`config.mk`:
```
export PLATFORM = sky130hd
export DESIGN_NAME = pattern_stream_scanner
export DESIGN_NICKNAME = d
export VERILOG_FILES = /design/src/rtl/pattern_stream_scanner_pkg.sv /design/src/rtl/pattern_bit_matcher.sv /design/src/rtl/pattern_stream_scanner.sv
export SDC_FILE = /design/constraint.sdc
export NUM_CORES = 1
export LEC_CHECK = 0
export ABC_CLOCK_PERIOD_IN_PS = 2750
export CORE_UTILIZATION = 53
export DETAILED_ROUTE_END_ITERATION = 6
export GPL_TIMING_DRIVEN = 0
export HOLD_SLACK_MARGIN = 0.08
export PLACE_DENSITY_LB_ADDON = 0.2
export SLEW_MARGIN = 10
export SYNTH_ARGS = -nofsm -noshare
export SYNTH_HDL_FRONTEND = slang
export SYNTH_SLANG_ARGS = --single-unit
```
`constraint.sdc`:
```
create_clock -name clk -period 2.75 [get_ports clk]
set_clock_uncertainty 0.1 [all_clocks]
set_input_delay 0.55 -clock clk [delete_from_list [all_inputs] [get_ports clk]]
set_output_delay 0.55 -clock clk [all_outputs]
set_load 0.005 [all_outputs]
```
`src/rtl/pattern_stream_scanner_pkg.sv`:
```
// Shared types and default pattern constants for the pattern stream scanner.
package pattern_stream_scanner_pkg;

   typedef enum logic [0:0] {
      StIdle,
      StShift
   } scan_state_e;

   localparam int unsigned        DefPatW    = 6;
   localparam logic [DefPatW-1:0] DefPattern = 6'b110110;

endpackage

```
`src/rtl/pattern_bit_matcher.sv`:
```
// Overlapping serial pattern matcher: history window, fill counter, registered match pulse.
module pattern_bit_matcher
   import pattern_stream_scanner_pkg::*;
#(
   parameter int unsigned      PAT_W   = DefPatW,
   parameter logic [PAT_W-1:0] PATTERN = DefPattern
) (
   input  logic clk,
   input  logic rst,
   input  logic bit_valid_i,
   input  logic bit_i,
   input  logic clear_i,
   output logic hit_o,
   output logic match_o
);

   localparam int unsigned      FillW    = $clog2(PAT_W + 1);
   localparam logic [FillW-1:0] FillFull = FillW'(PAT_W);
   localparam logic [FillW-1:0] FillPrev = FillW'(PAT_W - 1);

   // Only the previous PAT_W-1 bits are kept; the live bit completes the window.
   logic [PAT_W-2:0] hist_q, hist_d;
   logic [FillW-1:0] fill_q, fill_d;
   logic [PAT_W-1:0] window;
   logic             match_q;

   assign window = {hist_q, bit_i};

   always_comb begin
      hist_d = hist_q;
      fill_d = fill_q;
      hit_o  = 1'b0;
      if (clear_i) begin
         // A match completing with clear is dropped along with the history.
         hist_d = '0;
         fill_d = '0;
      end else if (bit_valid_i) begin
         hit_o  = (fill_q >= FillPrev) && (window == PATTERN);
         hist_d = window[PAT_W-2:0];
         if (fill_q != FillFull) begin
            fill_d = fill_q + FillW'(1);
         end
      end
   end

   always_ff @(posedge clk or posedge rst) begin
      if (rst) begin
         hist_q  <= '0;
         fill_q  <= '0;
         match_q <= 1'b0;
      end else begin
         hist_q  <= hist_d;
         fill_q  <= fill_d;
         match_q <= hit_o;
      end
   end

   assign match_o = match_q;

endmodule

```
`src/rtl/pattern_stream_scanner.sv`:
```
// Word-to-serial scan controller feeding an overlapping pattern matcher,
// with a saturating match counter and a sticky threshold interrupt.
module pattern_stream_scanner
   import pattern_stream_scanner_pkg::*;
#(
   parameter int unsigned      DATA_W     = 8,
   parameter int unsigned      PAT_W      = DefPatW,
   parameter logic [PAT_W-1:0] PATTERN    = DefPattern,
   parameter int unsigned      CNT_W      = 16,
   parameter int unsigned      IRQ_THRESH = 4
) (
   input  logic              clk,
   input  logic              rst,
   input  logic              enable_i,
   input  logic              clear_i,
   input  logic              in_valid_i,
   input  logic [DATA_W-1:0] in_data_i,
   output logic              in_ready_o,
   output logic              ser_bit_o,
   output logic              busy_o,
   output logic              match_o,
   output logic [CNT_W-1:0]  match_count_o,
   output logic              irq_o
);

   localparam int unsigned        BitCntW = $clog2(DATA_W);
   localparam logic [BitCntW-1:0] LastBit = BitCntW'(DATA_W - 1);
   localparam logic [CNT_W-1:0]   CntMax  = '1;
   localparam logic [CNT_W-1:0]   Thresh  = CNT_W'(IRQ_THRESH);

   scan_state_e         state_q;
   logic [DATA_W-1:0]   shreg_q;
   logic [BitCntW-1:0]  bit_cnt_q;
   logic [CNT_W-1:0]    count_q, count_d;
   logic                irq_q, irq_d;
   logic                last_bit;
   logic                accept;
   logic                hit;

   assign last_bit = (state_q == StShift) && (bit_cnt_q == LastBit);

   // Ready in IDLE or on the final bit, so back-to-back words stream gap-free.
   assign in_ready_o = !rst && enable_i && ((state_q == StIdle) || last_bit);
   assign accept     = in_valid_i && in_ready_o;

   assign busy_o    = (state_q == StShift);
   assign ser_bit_o = busy_o && shreg_q[DATA_W-1];

   always_ff @(posedge clk or posedge rst) begin
      if (rst) begin
         state_q   <= StIdle;
         shreg_q   <= '0;
         bit_cnt_q <= '0;
      end else begin
         unique case (state_q)
            StIdle: begin
               if (accept) begin
                  shreg_q   <= in_data_i;
                  bit_cnt_q <= '0;
                  state_q   <= StShift;
               end
            end
            StShift: begin
               if (accept) begin
                  shreg_q   <= in_data_i;
                  bit_cnt_q <= '0;
               end else begin
                  shreg_q   <= {shreg_q[DATA_W-2:0], 1'b0};
                  bit_cnt_q <= bit_cnt_q + BitCntW'(1);
                  if (last_bit) begin
                     state_q <= StIdle;
                  end
               end
            end
            default: state_q <= StIdle;
         endcase
      end
   end

   pattern_bit_matcher #(
      .PAT_W   (PAT_W),
      .PATTERN (PATTERN)
   ) u_matcher (
      .clk         (clk),
      .rst         (rst),
      .bit_valid_i (busy_o),
      .bit_i       (ser_bit_o),
      .clear_i     (clear_i),
      .hit_o       (hit),
      .match_o     (match_o)
   );

   always_comb begin
      count_d = count_q;
      irq_d   = irq_q;
      if (clear_i) begin
         count_d = '0;
         irq_d   = 1'b0;
      end else if (hit && (count_q != CntMax)) begin
         count_d = count_q + CNT_W'(1);
         if (count_d == Thresh) begin
            irq_d = 1'b1;
         end
      end
   end

   always_ff @(posedge clk or posedge rst) begin
      if (rst) begin
         count_q <= '0;
         irq_q   <= 1'b0;
      end else begin
         count_q <= count_d;
         irq_q   <= irq_d;
      end
   end

   assign match_count_o = count_q;
   assign irq_o         = irq_q;

endmodule
```
==> Word-level counts from Yosys, hierarchy flattened <==
Index checks and enable logic that the tools add are counted.
{ "op_classes": {"reduce_logical": 15, "addsub": 3, "n_mux": 22, "bitwise": 1, "eq_ne": 6, "n_lt_le_gt_ge": 1} }
{ "op_table": {"columns": ["operator", "n"], "rows": [
  ["two-way mux 16 bit", 2],
  ["adder 16 x 1 -> 16 bit, second input constant", 1],
  ["== test 16 x 3 -> 1 bit, second input constant", 1],
  ["two-way mux 8 bit", 2],
  ["!= test 16 bit, second input constant", 1],
  ["case mux 8 bit (2 select lines)", 1],
  ["two-way mux 3 bit", 5],
  ["two-way mux 5 bit", 2],
  ["two-way mux 1 bit", 8],
  ["nonzero test 2 bit", 4],
  ["logical AND 1 bit", 7],
  ["adder 3 x 1 -> 3 bit, second input constant", 2],
  ["== test 6 bit, second input constant", 1],
  ["case mux 3 bit (2 select lines)", 1],
  ["AND reduction 2 bit", 2],
  ["== test 3 bit, second input constant", 1],
  [">= comparator 3 bit, second input constant", 1],
  ["!= test 3 bit, second input constant", 1],
  ["!= test 2 bit, second input constant", 1],
  ["case mux 1 bit (2 select lines)", 1],
  ["logical NOT 1 bit", 1],
  ["logical OR 1 bit", 1],
  ["NOT 1 bit", 1]
]} }
{ "word_totals": {"register_bits": 38, "out_inout_bits": 21} }

==> Longest topological paths before layout <==
Gate-level depths: netlist (run 1).
{ "logic_depth": {"word_depth": 8, "depth_mapped": 10, "depth_no_buf": 8} }

==> Cells and area by module <==
From an unflattened synthesis (run 1), not the netlist that was laid out.
{ "unflattened": {"cells_unflattened": 221, "hier_area_um2": 2198.4} }
{ "modules_own_cells": {"columns": ["mod", "area_each_um2", "n_inst", "cells_per_inst", "seq_area_each_um2"], "rows": [
  ["pattern_stream_scanner", 1716.6, 1, 179, 725.7],
  ["pattern_bit_matcher", 481.7, 1, 42, 225.2]
]} }

==> Worst setup path before layout (run 1) <==
OpenSTA, ideal clock, no wires.
{ "synth_path": {"kind": "in2reg", "startpoint": "input rst", "endpoint": "register shreg_q[5]", "arrival_time_ns": 2.419, "cell_stages": 7, "path_buffers": 2, "setup_slack_ns": 0.149, "required_ns": 2.567, "cell_sequence": "inv_1 o211a_1 and2_1 clkbuf_1 clkbuf_1 nand2_1 o21ai_0"} }
{ "synth_between": {"elab_chain_cells": 6, "word_cells_on_any_way": 7, "cone_classes": "1 x eq/ne; 2 x mux; 4 x reduce/logical"} }
{ "synth_rtl": {"columns": ["element", "line_no", "rtl"], "rows": [
  ["from (decl)", "pattern_stream_scanner.sv:13", "input logic rst,"],
  ["logical NOT 1 bit (no source line) *", null, null],
  ["logical AND 1 bit * (2 in series)", "pattern_stream_scanner.sv:43", "assign in_ready_o = !rst && enable_i && ((state_q == StIdle) || last_bit);"],
  ["via in_ready_o", "pattern_stream_scanner.sv:18", "output logic in_ready_o,"],
  ["logical AND 1 bit *", "pattern_stream_scanner.sv:44", "assign accept = in_valid_i && in_ready_o;"],
  ["two-way mux 8 bit", "pattern_stream_scanner.sv:64", "if (accept) begin"],
  ["case mux 8 bit (2 select lines)", "pattern_stream_scanner.sv:55", "unique case (state_q)"],
  ["to (signal assigned)", "pattern_stream_scanner.sv:58", "shreg_q <= in_data_i;"],
  ["to (signal assigned)", "pattern_stream_scanner.sv:65", "shreg_q <= in_data_i;"],
  ["to (signal assigned)", "pattern_stream_scanner.sv:68", "shreg_q <= {shreg_q[DATA_W-2:0], 1'b0};"],
  ["to (decl)", "pattern_stream_scanner.sv:32", "logic [DATA_W-1:0] shreg_q;"]
]} }
The timed path passes the listed nets; every way through them passes the cells marked *.
A chain may end at the register's enable or synchronous reset.

==> Worst setup path after layout (run 1) <==
{ "layout_path": {"startpoint": "input rst", "endpoint": "output in_ready_o"} }
{ "layout_between": {"elab_chain_cells": 3} }
{ "layout_rtl": {"columns": ["element", "line_no"], "rows": [
  ["logical NOT 1 bit (no source line)", null],
  ["logical AND 1 bit (2 in series)", "pattern_stream_scanner.sv:43"],
  ["to (decl)", "pattern_stream_scanner.sv:18"]
]} }
Every way passes these cells.

==> flow_summary.json, run 1 <==
{
  "status": "complete, no violations",
  "slew_headroom": 0.529,
  "fillerInstances": 300,
  "cts-root-buf": "clkbuf_8",
  "p_leak_uw": 0.00118,
  "crit_type": "input pin to primary output",
  "syn-cell-area_um2": 2170,
  "cp.required_ns": 2.10,
  "gp_congestion": 0.854,
  "dp_hpwl_um": 3230,
  "cp.arrival_ns": 2.02,
  "drtIter0Drc": 165,
  "ys_types": 47,
  "met1_usage": 0.338,
  "drt-vias-per-instance": 5.79,
  "grt_use_total": 0.246,
  "synth_edf_count": 0,
  "fmax_mhz": 374,
  "die_w_um": 66.0,
  "worstMarginPinSlew_ns": 0.706,
  "io_pins": 34,
  "yosys.area.top_type_share": 0.438,
  "synth_cells": 230,
  "rows": 22,
  "max_cap_violations": 0,
  "whs_ns": 0.394,
  "coreArea_um2": 3800,
  "busiest_layer": "met2",
  "nets": 290,
  "critPathLaunchType": "input pin",
  "dp.cells": 311,
  "p_per_area_nw_per_um2": 587,
  "tns_ns": 0,
  "grtUsageMet3": 0.0621,
  "rsz0062_at_grt": "no",
  "grt_antenna_before_repair": 0,
  "die-area_um2": 4350,
  "seqCellArea_um2": 951,
  "grt_max_degree": 40,
  "cts_buffers": 5,
  "die_h_um": 66.0,
  "syn_nets": 250,
  "cp_max_fo": 39,
  "insertedDiodeCount": 0,
  "grt_pass1_vias": 1723,
  "hold_viol": 0,
  "cts_sinks": 38,
  "timing.final.crit_share": 0.972,
  "drc": 0,
  "synthTopCellsByArea": "dfrtp_1, mux2i_1, o21ai_0",
  "hold_path.class": "flip-flop to flip-flop",
  "clkTransAtPathRegs_ns": 0.07,
  "via_count": 1848,
  "first_pass_iters": 4,
  "seq_area_frac_synth": 0.438,
  "cts_tree": "done",
  "use_met2": 0.383,
  "finalMaxSlewViolations": 0,
  "ys_async_sr_fraction": 1.00,
  "period_needed_ns": 2.67,
  "setup_viol": 0,
  "drive_above_1_share": 0.0775,
  "grt_overflow": 0,
  "synth_ff_type": "dfrtp_1",
  "grt_first_pass_wirelength_um": 8020,
  "syn_to_final_growth_pct": 23.6,
  "h-tree-depth": 2,
  "initial_utilization": 0.571,
  "ys_warn_count": 0,
  "ys_ff_latch": 38,
  "multi_input_area_um2": 1120,
  "clock_path_buffers": 2,
  "postRouteAntennaNets": 0,
  "clk_latency_ns": 0.30,
  "port_buffers": 33,
  "yosysTopAreaCell": "dfrtp_1",
  "setup.worst_path.end_class": "primary output",
  "wl_per_cell_um": 14.7,
  "peakVddDrop_v": 0.000449,
  "fin_cells": 319,
  "syn_avg_cell_area_um2": 9.43,
  "routed_wl_um": 4690
}
report_power, final:
part           total [uW]  internal (uW)  switching (uW)
logic                 444            217             226
clock network         407            202             205
registers             723            655            68.6
total                1570           1070             500
timing repair:
action | in CTS | in global routing
setup endpoints to repair | 6 | 1
gates resized for setup | 2 | 5
setup buffers | 0 | 0
endpoints found under the hold margin | 0 | 0
hold buffers | 0 | 0
cell families (layout without fill, tap and decap cells):
logic type	Yosys count	in the layout	synth area share
XOR/XNOR	7	7	0.0283
AO/OA/AOI/OAI	50	50	0.144
flip-flops	38	38	0.438
multiplexers	14	14	0.0646
adder cells (fa/ha/maj)	7	7	0.0404
AND/OR/NAND/NOR	93	93	0.240
buffers and inverters	21	62	0.0438
sequential cells by signal, indices dropped and copies added (netlist names):
name and cells:
bit_cnt_q 3, busy_o 1, irq_o 1, u_matcher.fill_q 3, u_matcher.match_o 1, shreg_q 8, u_matcher.hist_q 5, match_count_o 16
cell type report:
type,count,area share
Buffer,15,0.0266
Clock buffer,6,0.0308
Clock inverter,2,0.00467
Inverter,6,0.0187
Multi-Input combinational cell,171,0.419
Sequential cell,38,0.355
Tap cell,48,0.0224
Timing Repair Buffer,33,0.123
worst max-delay path, stage by stage:
cell,delay (ns)
clkdlybuf4s50_1,0.42
bufinv_16,0.30
o211a_1,0.21
clkdlybuf4s50_1,0.50
final timing paths:
path | start | endpoint | slack [ns] | depth (start not counted)
setup reg to reg | u_matcher.fill_q[1] | match_count_o[7] | 0.41 | 8
max in group asynchronous | rst | bit_cnt_q[2] | 1.84 | 2
hold reg to reg | irq_o | irq_o | 0.39 | 2
setup / recovery | rst | in_ready_o | 0.08 | 4
hold / removal | irq_o | irq_o | 0.39 | 2
min in group asynchronous | rst | u_matcher.fill_q[1] | 0.51 | 2
synthesized netlist by cell type, types with 2 or more instances:
cell and instances:
ha_1 7, buf_2 3, a21oi_1 5, nor2_1 18
clkbuf_1 9, dfrtp_1 38, xnor2_1 5, nand2_1 21
a22o_1 5, o21ai_0 25, and3_1 6, nand4_1 4
nand2b_1 5, nand3_1 11, o31ai_1 5, inv_1 5
xor2_1 2, nor4_1 2, mux2i_1 14, and4_1 4
and2_1 2, nor3_1 8, nor3b_1 2
layout by cell type, fill, tap and decap left out, drive strengths merged, types with 2 or more instances in the layout:
cell type and instances:
a21oi 5, ha 7, nor2 18, mux2i 14, buf 6, nand4 5
xnor2 5, o31ai 5, nor3b 2, nor4 4, and3 6, nand3 11
xor2 2, o21ai 26, clkbuf 15, and2 2, clkdlybuf4s50 33, inv 4
a22o 5, and4 4, nand2 22, nand2b 5, nor3 9, dfrtp 38
clkinv 2
per-layer routing:
layer	vias to the layer above	wire length, um
met5	-	0
met4	0	70
met3	8	175
met2	38	2140
met1	891	2310
li1	911	-
per-stage QoR:
step / util / cell area, um2 / power (uW) / setup slack, ns
floorplan: - / 2170 / 1030 / 0.149
global placement: 0.674 / 2560 / 1140 / -0.804
detailed placement: 0.674 / 2560 / 1160 / -0.356
CTS: 0.700 / 2660 / 1570 / 0.000930
global route: 0.706 / 2680 / 1670 / 0.0148
finish: 0.706 / 2680 / 1570 / 0.0776
(Power assumes the default switching activity.)
==> run 2, diff against run 1 <==
ABC_CLOCK_PERIOD_IN_PS = 3300   (was 2750)
CORE_UTILIZATION = 45   (was 53)
CTS_CLUSTER_DIAMETER = 150   (was not set)
clock period = 3.3 ns   (was 2.75 ns; I/O delays follow)
==> run 2 against run 1 <==
Against the previous run: first-iteration DRC count decreased by 0.61%; flip-flop and latch count unchanged; combinational power down 19%; worst hold slack better by 0.019 ns; count of clock-buffer cells in the layout decreased by 1; critical path depth increased by 1; final cell count rose by 1.3%; die area is 17% higher; worst setup slack better by 0.14 ns; design area is 0.37% lower; clock power shrank 23%; largest cell class unchanged.
==> flow_summary.json, run 2 (synthesis results as in run 1) <==
{
  "cp.arrival_ns": 2.33,
  "final_common_cell": "dfrtp_1",
  "port_buffers": 33,
  "hold_path.class": "flip-flop to flip-flop",
  "cts_tree": "done",
  "routed_wl_um": 4810,
  "setup_viol": 0,
  "crit_buf_inv": 4,
  "dp_slack_ns": 0.172,
  "status": "complete, no violations",
  "met1_length_um": 2440,
  "cts-root-buf": "clkbuf_8",
  "rows": 24,
  "cts_sinks": 38,
  "grt_antenna_before_repair": 0,
  "nets": 291,
  "first_pass_iters": 4,
  "hold_viol": 0,
  "largest_reg_flops": 16,
  "cts_buffers": 5,
  "grt_overflow": 0,
  "max_cap_violations": 0,
  "io_pins": 34,
  "via_count": 1849,
  "worst_path_max_delay_cell": "clkdlybuf4s50_1",
  "clkTransAtPathRegs_ns": 0.08,
  "fillerInstances": 415,
  "tns_ns": 0,
  "wl_per_cell_um": 14.9,
  "max_stage_delay_ns": 0.50,
  "syn_to_final_growth_pct": 23.1,
  "stdcell_area_um2": 2670,
  "grt_max_degree": 22,
  "top_layer": "met4",
  "worstMarginPinSlew_ns": 0.712,
  "insertedDiodeCount": 0,
  "clock_path_buffers": 2,
  "drive_above_1_share": 0.0775,
  "period_needed_ns": 3.09,
  "gp_congestion": 0.850,
  "p_per_area_nw_per_um2": 477,
  "drt-vias-per-instance": 5.72,
  "postCtsSetupBuffers": 0,
  "peakVddDrop_v": 0.000395,
  "die_w_um": 71.4,
  "clk_latency_ns": 0.29,
  "critPathLaunchType": "input pin",
  "drc": 0,
  "die-area_um2": 5100,
  "crit_top_cell": "clkdlybuf4s50_1",
  "h-tree-depth": 2,
  "grt_use_total": 0.210,
  "cts_resized": 0,
  "crit_type": "input pin to primary output",
  "wl_met3_um": 166,
  "grt_first_pass_wirelength_um": 8300,
  "crit_chain": "clkdlybuf4s50_1 -> inv_2 -> buf_16 -> o211a_1 -> clkdlybuf4s50_1",
  "timing.final.crit_share": 0.936,
  "initial_utilization": 0.482,
  "setup.worst_path.end_class": "primary output",
  "dp_hpwl_um": 3350,
  "final_cell_mix": "dfrtp_1, clkdlybuf4s50_1, o21ai_0",
  "grt_pass1_vias": 1704,
  "finalMaxSlewViolations": 0,
  "slew_headroom": 0.525,
  "rsz0062_at_grt": "no",
  "coreArea_um2": 4500,
  "cp_max_fo": 21,
  "cp_top_family": "buffers and inverters",
  "setup_slack_ns": 0.213,
  "place_area_um2": 2590,
  "drtIter0Drc": 164,
  "die_h_um": 71.4,
  "cts-hold-fix-buffers": 0,
  "cp.required_ns": 2.54,
  "p_leak_uw": 0.00118,
  "fmax_mhz": 324,
  "postRouteAntennaNets": 0,
  "routed-wl-met2_um": 2150
}
-- run 2: cell types whose count changed in the layout (fill, tap and decap cells not counted) --
| cell | change |
|---|---|
| clkbuf_8 | -1 |
| clkinv_2 | +1 |
| buf_16 | +1 |
| clkinvlp_4 | -1 |
| bufinv_16 | -1 |
| inv_2 | +1 |
-- run 2: power breakdown --
group | leakage (uW) | switching (uW) | total, uW | internal, uW
sequential | 0.000514 | 56.3 | 602 | 546
clock | 0.0000438 | 170 | 312 | 142
combinational | 0.000621 | 180 | 360 | 180
total | 0.00118 | 407 | 1270 | 867
-- run 2: layout make-up --
| class | count | area [um2] | share of cell area |
|---|---|---|---|
| inverter | 6 | 23.8 | 0.00890 |
| timing repair buffer | 34 | 358 | 0.134 |
| sequential | 38 | 951 | 0.356 |
| tap | 52 | 65.1 | 0.0244 |
| clock inverter | 2 | 10.0 | 0.00375 |
| multi-input combinational | 171 | 1120 | 0.421 |
| clock buffer | 5 | 68.8 | 0.0258 |
| buffer | 15 | 71.3 | 0.0267 |
-- run 2: per-layer routing --
| layer | vias up | GRT usage |
|---|---|---|
| met2 | 33 | 0.306 |
| met5 | - | 0 |
| met1 | 902 | 0.307 |
| met3 | 4 | 0.0464 |
| li1 | 910 | - |
| met4 | 0 | 0.0733 |
-- run 2: final timing paths --
kind | cells past startpoint | start | slack, ns | end
max | 5 | rst | 0.21 | in_ready_o
max reg2reg | 7 | match_count_o[0] | 0.94 | match_count_o[3]
min reg2reg | 2 | irq_o | 0.41 | irq_o
min in group asynchronous | 2 | rst | 0.58 | busy_o
max in group asynchronous | 3 | rst | 2.07 | shreg_q[2]
min | 2 | irq_o | 0.41 | irq_o
-- run 2: metrics by stage --
step	std cells	util	total power, uW	hold slack, ns
5_1_grt	323	0.593	1350	0.456
4_1_cts	323	0.593	1280	0.412
6_report	323	0.593	1270	0.412
3_3_place_gp	315	0.569	951	0.389
3_5_place_dp	316	0.576	973	0.395
2_1_floorplan	230	-	860	0.373
-- run 2: worst register-to-register path: stages, from the launching register on --
cell      delay (ns)
dfrtp_1         0.46
ha_1            0.18
clkbuf_1        0.29
and4_1          0.30
nand4_1         0.16
a21oi_1         0.50
o21ai_0         0.18
o31ai_1         0.10
==> run 3, diff against run 2 <==
GPL_ROUTABILITY_DRIVEN = 0   (was not set)
==> results of run 3 <==
No change in the layout: final DEF, timing and power equal those of run 2.
